<file path="src/rtl/fptd_ctrl_pkg.sv">
// Shared control types and default sizes for the forward-recursion sequencers.
package fptd_ctrl_pkg;

    typedef enum logic [1:0] {
        S_IDLE,
        S_INIT,
        S_RUN,
        S_DONE
    } sched_state_e;

    localparam int DEF_LW        = 10;
    localparam int DEF_CW        = 8;
    localparam int DEF_MAX_RETRY = 3;

endpackage

</file>
<file path="src/rtl/razor_sat_counter.sv">
// Saturating up-counter with synchronous clear; also exposes the value it will
// take at the next edge so callers can make decisions on the updated count.
module razor_sat_counter #(
    parameter int W = 8
) (
    input  logic         Clock,
    input  logic         nReset,
    input  logic         clr,
    input  logic         inc,
    output logic [W-1:0] count,
    output logic [W-1:0] count_nxt
);

    // Clear wins over increment; increment stops at all-ones.
    always_comb begin
        count_nxt = count;
        if (clr)
            count_nxt = '0;
        else if (inc && (count != {W{1'b1}}))
            count_nxt = count + 1'b1;
    end

    // Counter register.
    always_ff @(posedge Clock or negedge nReset) begin
        if (!nReset)
            count <= '0;
        else
            count <= count_nxt;
    end

endmodule

</file>
<file path="src/rtl/alpha_razor_sched.sv">
// Sequencer for the Razor-protected alpha recursion: steps through one frame,
// stalls on each Razor error, aborts after too many consecutive stalls, and
// reports a per-frame error count and alarm.
module alpha_razor_sched
    import fptd_ctrl_pkg::*;
#(
    parameter int LW        = DEF_LW,
    parameter int CW        = DEF_CW,
    parameter int MAX_RETRY = DEF_MAX_RETRY
) (
    input  logic          Clock,
    input  logic          nReset,
    input  logic          start,
    input  logic [LW-1:0] frame_len,
    input  logic [CW-1:0] err_thresh,
    input  logic          err_in,
    output logic          init_alpha,
    output logic          step_en,
    output logic [LW-1:0] step_idx,
    output logic          busy,
    output logic          done,
    output logic          abort,
    output logic [CW-1:0] err_count,
    output logic          err_alarm
);

    // Retry counter must be able to hold MAX_RETRY+1 so overflow is visible.
    localparam int RW = $clog2(MAX_RETRY + 2);

    sched_state_e  state;
    logic [LW-1:0] k_q;
    logic [CW-1:0] thresh_q;
    logic [CW-1:0] err_nxt;
    logic [RW-1:0] retry_cnt;
    logic [RW-1:0] retry_nxt;
    logic          accept;
    logic          run_err;
    logic          last_step;
    logic          retry_ovf;

    // Decode of the current cycle's events; step_en follows err_in directly.
    always_comb begin
        accept    = (state == S_IDLE) && start;
        run_err   = (state == S_RUN) && err_in;
        step_en   = (state == S_RUN) && !err_in;
        last_step = step_en && (step_idx == (k_q - LW'(1)));
        retry_ovf = run_err && (retry_nxt > RW'(MAX_RETRY));
    end

    razor_sat_counter #(.W(CW)) u_err_cnt (
        .Clock     (Clock),
        .nReset    (nReset),
        .clr       (accept),
        .inc       (run_err),
        .count     (err_count),
        .count_nxt (err_nxt)
    );

    // Consecutive-stall count on the current step; a clean step resets it.
    razor_sat_counter #(.W(RW)) u_retry_cnt (
        .Clock     (Clock),
        .nReset    (nReset),
        .clr       (accept | step_en),
        .inc       (run_err),
        .count     (retry_cnt),
        .count_nxt (retry_nxt)
    );

    // Frame FSM with registered control outputs. The alarm is taken from the
    // counter's next value so an error on the final cycle is included.
    always_ff @(posedge Clock or negedge nReset) begin
        if (!nReset) begin
            state      <= S_IDLE;
            k_q        <= '0;
            thresh_q   <= '0;
            step_idx   <= '0;
            init_alpha <= 1'b0;
            busy       <= 1'b0;
            done       <= 1'b0;
            abort      <= 1'b0;
            err_alarm  <= 1'b0;
        end else begin
            case (state)
                S_IDLE: begin
                    if (start) begin
                        k_q        <= frame_len;
                        thresh_q   <= err_thresh;
                        step_idx   <= '0;
                        abort      <= 1'b0;
                        err_alarm  <= 1'b0;
                        init_alpha <= 1'b1;
                        busy       <= 1'b1;
                        state      <= S_INIT;
                    end
                end
                S_INIT: begin
                    init_alpha <= 1'b0;
                    if (k_q == '0) begin
                        done      <= 1'b1;
                        err_alarm <= (err_nxt >= thresh_q);
                        state     <= S_DONE;
                    end else begin
                        state <= S_RUN;
                    end
                end
                S_RUN: begin
                    if (step_en)
                        step_idx <= step_idx + LW'(1);
                    if (last_step || retry_ovf) begin
                        done      <= 1'b1;
                        abort     <= retry_ovf;
                        err_alarm <= (err_nxt >= thresh_q);
                        state     <= S_DONE;
                    end
                end
                S_DONE: begin
                    done  <= 1'b0;
                    busy  <= 1'b0;
                    state <= S_IDLE;
                end
                default: state <= S_IDLE;
            endcase
        end
    end

endmodule

</file>
<file path="config.mk">
export PLATFORM = sky130hd
export DESIGN_NAME = alpha_razor_sched
export DESIGN_NICKNAME = d
export VERILOG_FILES = /design/src/rtl/fptd_ctrl_pkg.sv /design/src/rtl/razor_sat_counter.sv /design/src/rtl/alpha_razor_sched.sv
export SDC_FILE = /design/constraint.sdc
export NUM_CORES = 1
export LEC_CHECK = 0
export ABC_AREA = 1
export CAP_MARGIN = 20
export CORE_MARGIN = 3
export CORE_UTILIZATION = 50
export CTS_CLUSTER_SIZE = 25
export DETAILED_ROUTE_END_ITERATION = 7
export DONT_BUFFER_PORTS = 1
export REMOVE_ABC_BUFFERS = 1
export SYNTH_ARGS = -nofsm -noshare
export SYNTH_HDL_FRONTEND = slang
export SYNTH_HIERARCHICAL = 1
export SYNTH_SLANG_ARGS = --single-unit
</file>
<file path="constraint.sdc">
create_clock -name Clock -period 2.7 [get_ports Clock]
set_input_delay 0.405 -clock Clock [delete_from_list [all_inputs] [get_ports Clock]]
set_output_delay 0.405 -clock Clock [all_outputs]
set_load 0.01 [all_outputs]
</file>
==> run_results.csv, run 1 <==
group,metric,value,unit
run_status,outcome,"finished, final reports clean",
die,dieWidth,82.3,um
die,core,5570,sq um
finish,fillers,546,
setup_path,crit_slowest_cell,"dfrtp_1",
grt,use_met1,28.3,%
die,fp.dieH,82.3,um
placed_design,port_buffers,0,
clock_tree,cts_buffers,5,
power,clockPowerShare,14.9,%
sta,finalSetupTns,0,ns
power,p_seq_share,37.5,%
synthesis,synthArstFlopShare,100,%
finish,antenna_cells,0,
clock_tree,root_buffer,"clkbuf_8",
sta,finalSetupViolCount,0,
power,p_leak,1.64,nW
power,peakVddDrop,0.000504,V
die,io_pins,46,
synthesis,synth_ff_type,"dfrtp_1",
die,initial_core_util,52.2,%
setup_path,critPathTopFamily,"simple AND/OR/NAND/NOR gates",
setup_path,reg2reg_to,"err_alarm",
synthesis,ys_ff_latch,46,
setup_path,cp_max_fo,5,
power,switching_power,0.00145,W
synthesis,yosysSeqAreaShare,39.6,%
power,power.internal,0.00171,W
grt,grt_max_degree,47,
grt,busiest_layer,"met2",
hold_path,hold_path_startpoint,"frame_len[7]",
hold_path,min_path_type,"primary input to register",
job,max_cap_violations,0,
clock_tree,cts.path.max_buffers,2,
sta,tightest_slew,0.358,ns
synthesis,synth.cell_area,2910,sq um
detailed_routing,drt-total-wl,6450,um
sta,relSlewSlack,76.2,%
setup_path,path_common_cell,"nand2_1",
detailed_routing,drtIter0Drc,125,
detailed_routing,drcViolationCount,0,
grt,overflow,0,
grt,grt_first_pass_wirelength,10500,um
setup_path,crit_chain,"inv_2, ha_2, nand2_1, inv_2, nand2_4, nor2_4, nand4_1, nand2_1, nor2_2, ha_1, nand2_1, nor2_2, nand4_1, nand3_1, nand2_1, inv_1, nand4_1, nand2_1",
synthesis,yosys_warnings,6,
setup_path,crit_type,"register to register",
finish,stdcell_area,3170,sq um
power,power_density,996,nW/um^2
power,power,0.00316,W
clock_tree,clkSlewWorstSetupHoldPaths,0.09,ns
setup_path,reg2regPathDepth,18,
grt,antenna_found_initial,0,
sta,fin_worst_skew,0.0121,ns
sta,fin_crit,2.45,ns
setup_path,end_kind,"register",
setup_path,cp.arrival,2.69,ns
die,rows,27,
sta,post-route-period-util,90.9,%
sta,slew_viol_final,0,
setup_path,crit_path_start_kind,"register",
placed_design,placedInstanceArea,3000,sq um
clock_tree,cts.sinks,46,
detailed_routing,viasPerCell,5.03,
power,switching_share,45.8,%
setup_path,ff2ff_setup_slack,0.25,ns
synthesis,synthCells,392,
sta,clock.fmax,0.407,GHz
setup_path,crit_buf_inv,3,
sta,hold_violations,0,
grt,grt_pass1_vias,2167,
clock_tree,cts_tree,"built",
setup_path,cpPeakStageDelay,0.42,ns
placed_design,dp.final_hpwl,4940,um
synthesis,synth_edf_count,0,
synthesis,syn_avg_cell_area,7.42,sq um
die,die_area,6770,sq um
sta,fin_ws,0.246,ns
clock_tree,clkLatencyLatePin,0.30,ns
setup_path,timing.rr.start,"state[0]",
hold_path,holdPathEnd,"k_q[7]",
power,combPwrFrac,47.7,%
sta,whs,0.228,ns
grt,gr-usage-met3,5.75,%
finish,nets,441,
detailed_routing,antenna_left,0,
hold_path,whs_path_depth,2,
placed_design,pre_cts_ws,0.0827,ns
finish,drive_gt1_share,11.9,%
finish,areaGrowthSynthToFinish,9.04,%
setup_path,worstPathRequired,2.94,ns
detailed_routing,firstDrtPassIters,4,
detailed_routing,wl_per_cell,13.6,um
grt,gr-usage-all-layers,20.2,%
grt,grtUsageMet2,30.6,%
synthesis,ys_types,32,
clock_tree,htree_levels,2,
detailed_routing,routed-via-count,2387,
placed_design,gp_congestion,0.841,
[repair_timing]
item,4_1_cts,5_1_grt
hold buffers,2,0
gates resized for setup,0,7
hold endpoints to repair,46,0
setup buffers,0,3
endpoints found under the setup margin,0,1
[kinds of logic after synthesis]
kind of cell | Yosys count | synth area share (%)
XOR/XNOR | 8 | 2.41
AO/OA/AOI/OAI | 47 | 8.78
AND/OR/NAND/NOR | 210 | 33.5
adder cells (fa/ha/maj) | 17 | 7.31
flip-flops | 46 | 39.6
buffers and inverters | 64 | 8.43
[cells in the mapped netlist, types with 4 or more instances]
| master | count | area share (%) |
|---|---|---|
| nand2_1 | 109 | 14 |
| inv_1 | 55 | 7.1 |
| dfrtp_1 | 46 | 40 |
| nor2_1 | 39 | 5.0 |
| nand3_1 | 28 | 4.8 |
| o21ai_0 | 21 | 3.6 |
| a21oi_1 | 17 | 2.9 |
| ha_1 | 17 | 7.3 |
| nor2_2 | 7 | 1.5 |
| nor2_4 | 7 | 2.7 |
| xor2_1 | 6 | 1.8 |
| nor3_1 | 5 | 0.86 |
| nand2_4 | 4 | 1.5 |
| nand4_1 | 4 | 0.86 |
[registers in the layout (all words and copies together) (netlist names)]
signal / count
k_q: 10
step_idx: 10
thresh_q: 8
u_err_cnt/count: 8
u_retry_cnt/count: 3
state: 2
abort: 1
busy: 1
done: 1
err_alarm: 1
init_alpha: 1
[power by group through the flow]
stage | Clock (W) | Sequential, W | Combinational, W
2_1_floorplan | 0 | 0.00113 | 0.00113
6_report | 0.000469 | 0.00118 | 0.00151
3_5_place_dp | 0 | 0.00120 | 0.00144
3_3_place_gp | 0 | 0.00119 | 0.00142
4_1_cts | 0.000485 | 0.00119 | 0.00147
5_1_grt | 0.000520 | 0.00122 | 0.00174
[area by class of cell]
cell class              instances  area (sq um)  area share (%)
clock inverters                 1          8.76           0.276
inverters                      59           221            6.98
clock buffers                   7          96.3            3.04
well taps                      72          90.1            2.84
repair buffers                  8          82.6            2.60
multi-input cells             282          1520            47.9
flip-flops and latches         46          1150            36.3
[how the worst max path moves through the flow]
stage	startpoint	endpoint	slack, ns	cells after the start
final	state[0]	err_alarm	0.25	18
after global routing	state[0]	err_alarm	-0.007	18
after CTS	state[0]	err_alarm	0.05	18
after detailed placement	state[0]	err_alarm	0.08	18
after global placement	state[0]	err_alarm	0.14	18
after floorplan	state[0]	err_alarm	-0.03	15
[layout by cell type (no fill, tap or decap), types with 2 or more instances in the layout]
cell	Yosys	routed
inv_2	3	6
nand3b_1	2	2
buf_4	1	6
nand4_1	4	4
nand2_2	3	3
o21ai_0	21	21
dfrtp_1	46	45
inv_1	55	52
nor2_1	39	37
o22ai_1	2	2
nand2_1	109	109
xor2_1	6	6
nor2_2	7	9
xnor2_1	2	2
ha_1	17	16
clkbuf_8	0	7
nand3_1	28	28
a21oi_1	17	17
nor2_4	7	7
nand2_4	4	4
nor3_1	5	5
[worst reg2reg max path, delay by kind of cell (launching register included)]
| kind | cells | cell delay (ns) |
|---|---|---|
| buffers and inverters | 3 | 0.29 |
| adders and majority gates | 2 | 0.49 |
| DFF | 1 | 0.42 |
| and+or+nand+nor | 13 | 1.23 |
[metrics by stage]
stage               utilization (%)  instances
detailed placement             53.8        462
finish                         56.9        475
global route                   56.9        475
global placement               53.8        462
CTS                            56.3        472
floorplan                         -        387
[per-layer routing]
metal / up-vias / share of wire, %
met5: - / 0
met4: 0 / 1.2
met3: 6 / 5.4
met2: 43 / 44
met1: 1084 / 49
li1: 1254 / -
Power figures use the tool's default switching activity.
==> inputs of run 2 (changes only) <==
- SLEW_MARGIN: unset -> 30
- clock period: 2.7 -> 2.5 ns (I/O delays scaled with it)
==> run_results.csv, run 2 (synthesis gave the netlist of run 1 again) <==
group,metric,value,unit
run_status,outcome,"finished, final reports clean",
grt,overflow,0,
sta,whs,0.198,ns
grt,use_met1,30.2,%
sta,clock.fmax,0.434,GHz
die,dieWidth,82.3,um
finish,drive_gt1_share,14.0,%
finish,final_core_util,57.8,%
placed_design,placedInstanceArea,3040,sq um
grt,busiest_layer,"met2",
clock_tree,cts_buffers,5,
placed_design,dp.final_hpwl,5000,um
power,power_density,1060,nW/um^2
detailed_routing,viasPerCell,5.05,
job,max_cap_violations,0,
detailed_routing,drcViolationCount,0,
finish,multi_input_area,1550,sq um
grt,grt_pass1_vias,2138,
setup_path,cp_max_fo,5,
finish,fillers,557,
die,rows,27,
die,fp.dieH,82.3,um
sta,relSlewSlack,76.2,%
grt,antenna_found_initial,0,
hold_path,min_path_type,"primary input to register",
detailed_routing,firstDrtPassIters,4,
detailed_routing,routed-via-count,2425,
clock_tree,root_buffer,"clkbuf_8",
sta,post-route-period-util,92.1,%
grt,grtUsageMet2,30.6,%
clock_tree,cts.path.max_buffers,2,
power,p_leak,1.66,nW
grt,grt_first_pass_wirelength,10500,um
finish,areaGrowthSynthToFinish,10.9,%
setup_path,crit_type,"register to register",
finish,layout_common_cells,"109 x nand2_1, 52 x inv_1, 46 x dfrtp_1, 35 x nor2_1, 27 x nand3_1",
die,core,5570,sq um
finish,nets,446,
clock_tree,clkSlewWorstSetupHoldPaths,0.08,ns
clock_tree,cts_tree,"built",
clock_tree,clkLatencyLatePin,0.29,ns
sta,slew_viol_final,0,
setup_path,cp.arrival,2.49,ns
die,initial_core_util,52.2,%
sta,finalSetupViolCount,0,
sta,fin_crit,2.30,ns
sta,hold_violations,0,
finish,layout.cells.non_filler,480,
die,io_pins,46,
die,die_area,6770,sq um
detailed_routing,antenna_left,0,
finish,antenna_cells,0,
setup_path,worstPathRequired,2.69,ns
sta,fin_worst_skew,0.00339,ns
placed_design,gp_congestion,0.853,
grt,grt_max_degree,47,
sta,finalSetupTns,0,ns
clock_tree,htree_levels,2,
setup_path,crit_path_start_kind,"register",
clock_tree,cts.sinks,46,
detailed_routing,drt-total-wl,6460,um
power,peakVddDrop,0.000509,V
grt,gr-usage-met3,4.88,%
detailed_routing,drtIter0Drc,135,
placed_design,placedCellCount,468,
grt,gr-usage-all-layers,20.6,%
finish,stdcell_area,3220,sq um
placed_design,port_buffers,0,
detailed_routing,wl_per_cell,13.5,um
sta,tightest_slew,0.357,ns
finish,final_common_cell,"nand2_1",
setup_path,end_kind,"register",
finish,reg.largest.list,"k_q (10), step_idx (10)",
finish,seq_area,1150,sq um
## run 2: layout make-up
type | instances | area share [%]
repair buffers | 13 | 3.73
flip-flops and latches | 46 | 35.7
inverters | 59 | 6.87
multi-input cells | 282 | 48.1
clock buffers | 7 | 2.68
clock inverters | 1 | 0.155
well taps | 72 | 2.79
## run 2: layer usage
| layer | up-vias | wire length [um] |
|---|---|---|
| met3 | 5 | 504 |
| li1 | 1273 | - |
| met5 | - | 0 |
| met4 | 0 | 65 |
| met2 | 60 | 2800 |
| met1 | 1087 | 3090 |
## run 2: path summary, 6_finish.rpt
| check | startpoint | endpoint | slack (ns) | cells after the start |
|---|---|---|---|---|
| worst max-delay path | state[0] | err_alarm | 0.20 | 18 |
| worst min register to register | thresh_q[0] | thresh_q[0] | 0.51 | 2 |
| worst max register to register | state[0] | err_alarm | 0.20 | 18 |
| worst min-delay path | frame_len[7] | k_q[7] | 0.20 | 2 |
| max in group asynchronous | nReset | k_q[0] | 1.70 | 2 |
| min in group asynchronous | nReset | thresh_q[1] | 0.58 | 2 |
## run 2: per-stage QoR
step / setup slack [ns] / total power [W]
finish: 0.198 / 0.00342
global route: -0.0219 / 0.00381
CTS: 0.0148 / 0.00340
detailed placement: 0.0426 / 0.00290
global placement: 0.0774 / 0.00288
floorplan: -0.226 / 0.00245
## run 2: worst max-delay path: stages, from the launching register on
cell	delay, ns
dfrtp_1	0.40
inv_2	0.09
ha_2	0.18
nand2_1	0.07
inv_2	0.11
nand2_4	0.07
nor2_4	0.12
nand3_1	0.08
nand2_1	0.06
inv_1	0.04
nor2_2	0.17
ha_4	0.23
a21oi_2	0.11
o21a_1	0.15
nand3_1	0.08
nand2_1	0.07
inv_1	0.03
nand4_1	0.07
nand2_1	0.06
## run 2: timing repair
action | CTS | global route
endpoints found under the setup margin | 0 | 1
resized for setup | 0 | 12
buffers inserted | 0 | 2
endpoints found under the hold margin | 46 | 0
hold buffers | 2 | 0
## run 2: report_power, final
part	leakage (nW)	total, W	internal [W]	switching, W
logic	1.01	0.00171	0.000641	0.00107
registers	0.596	0.00125	0.00100	0.000246
clock network	0.0482	0.000464	0.000223	0.000241
total	1.66	0.00342	0.00187	0.00156
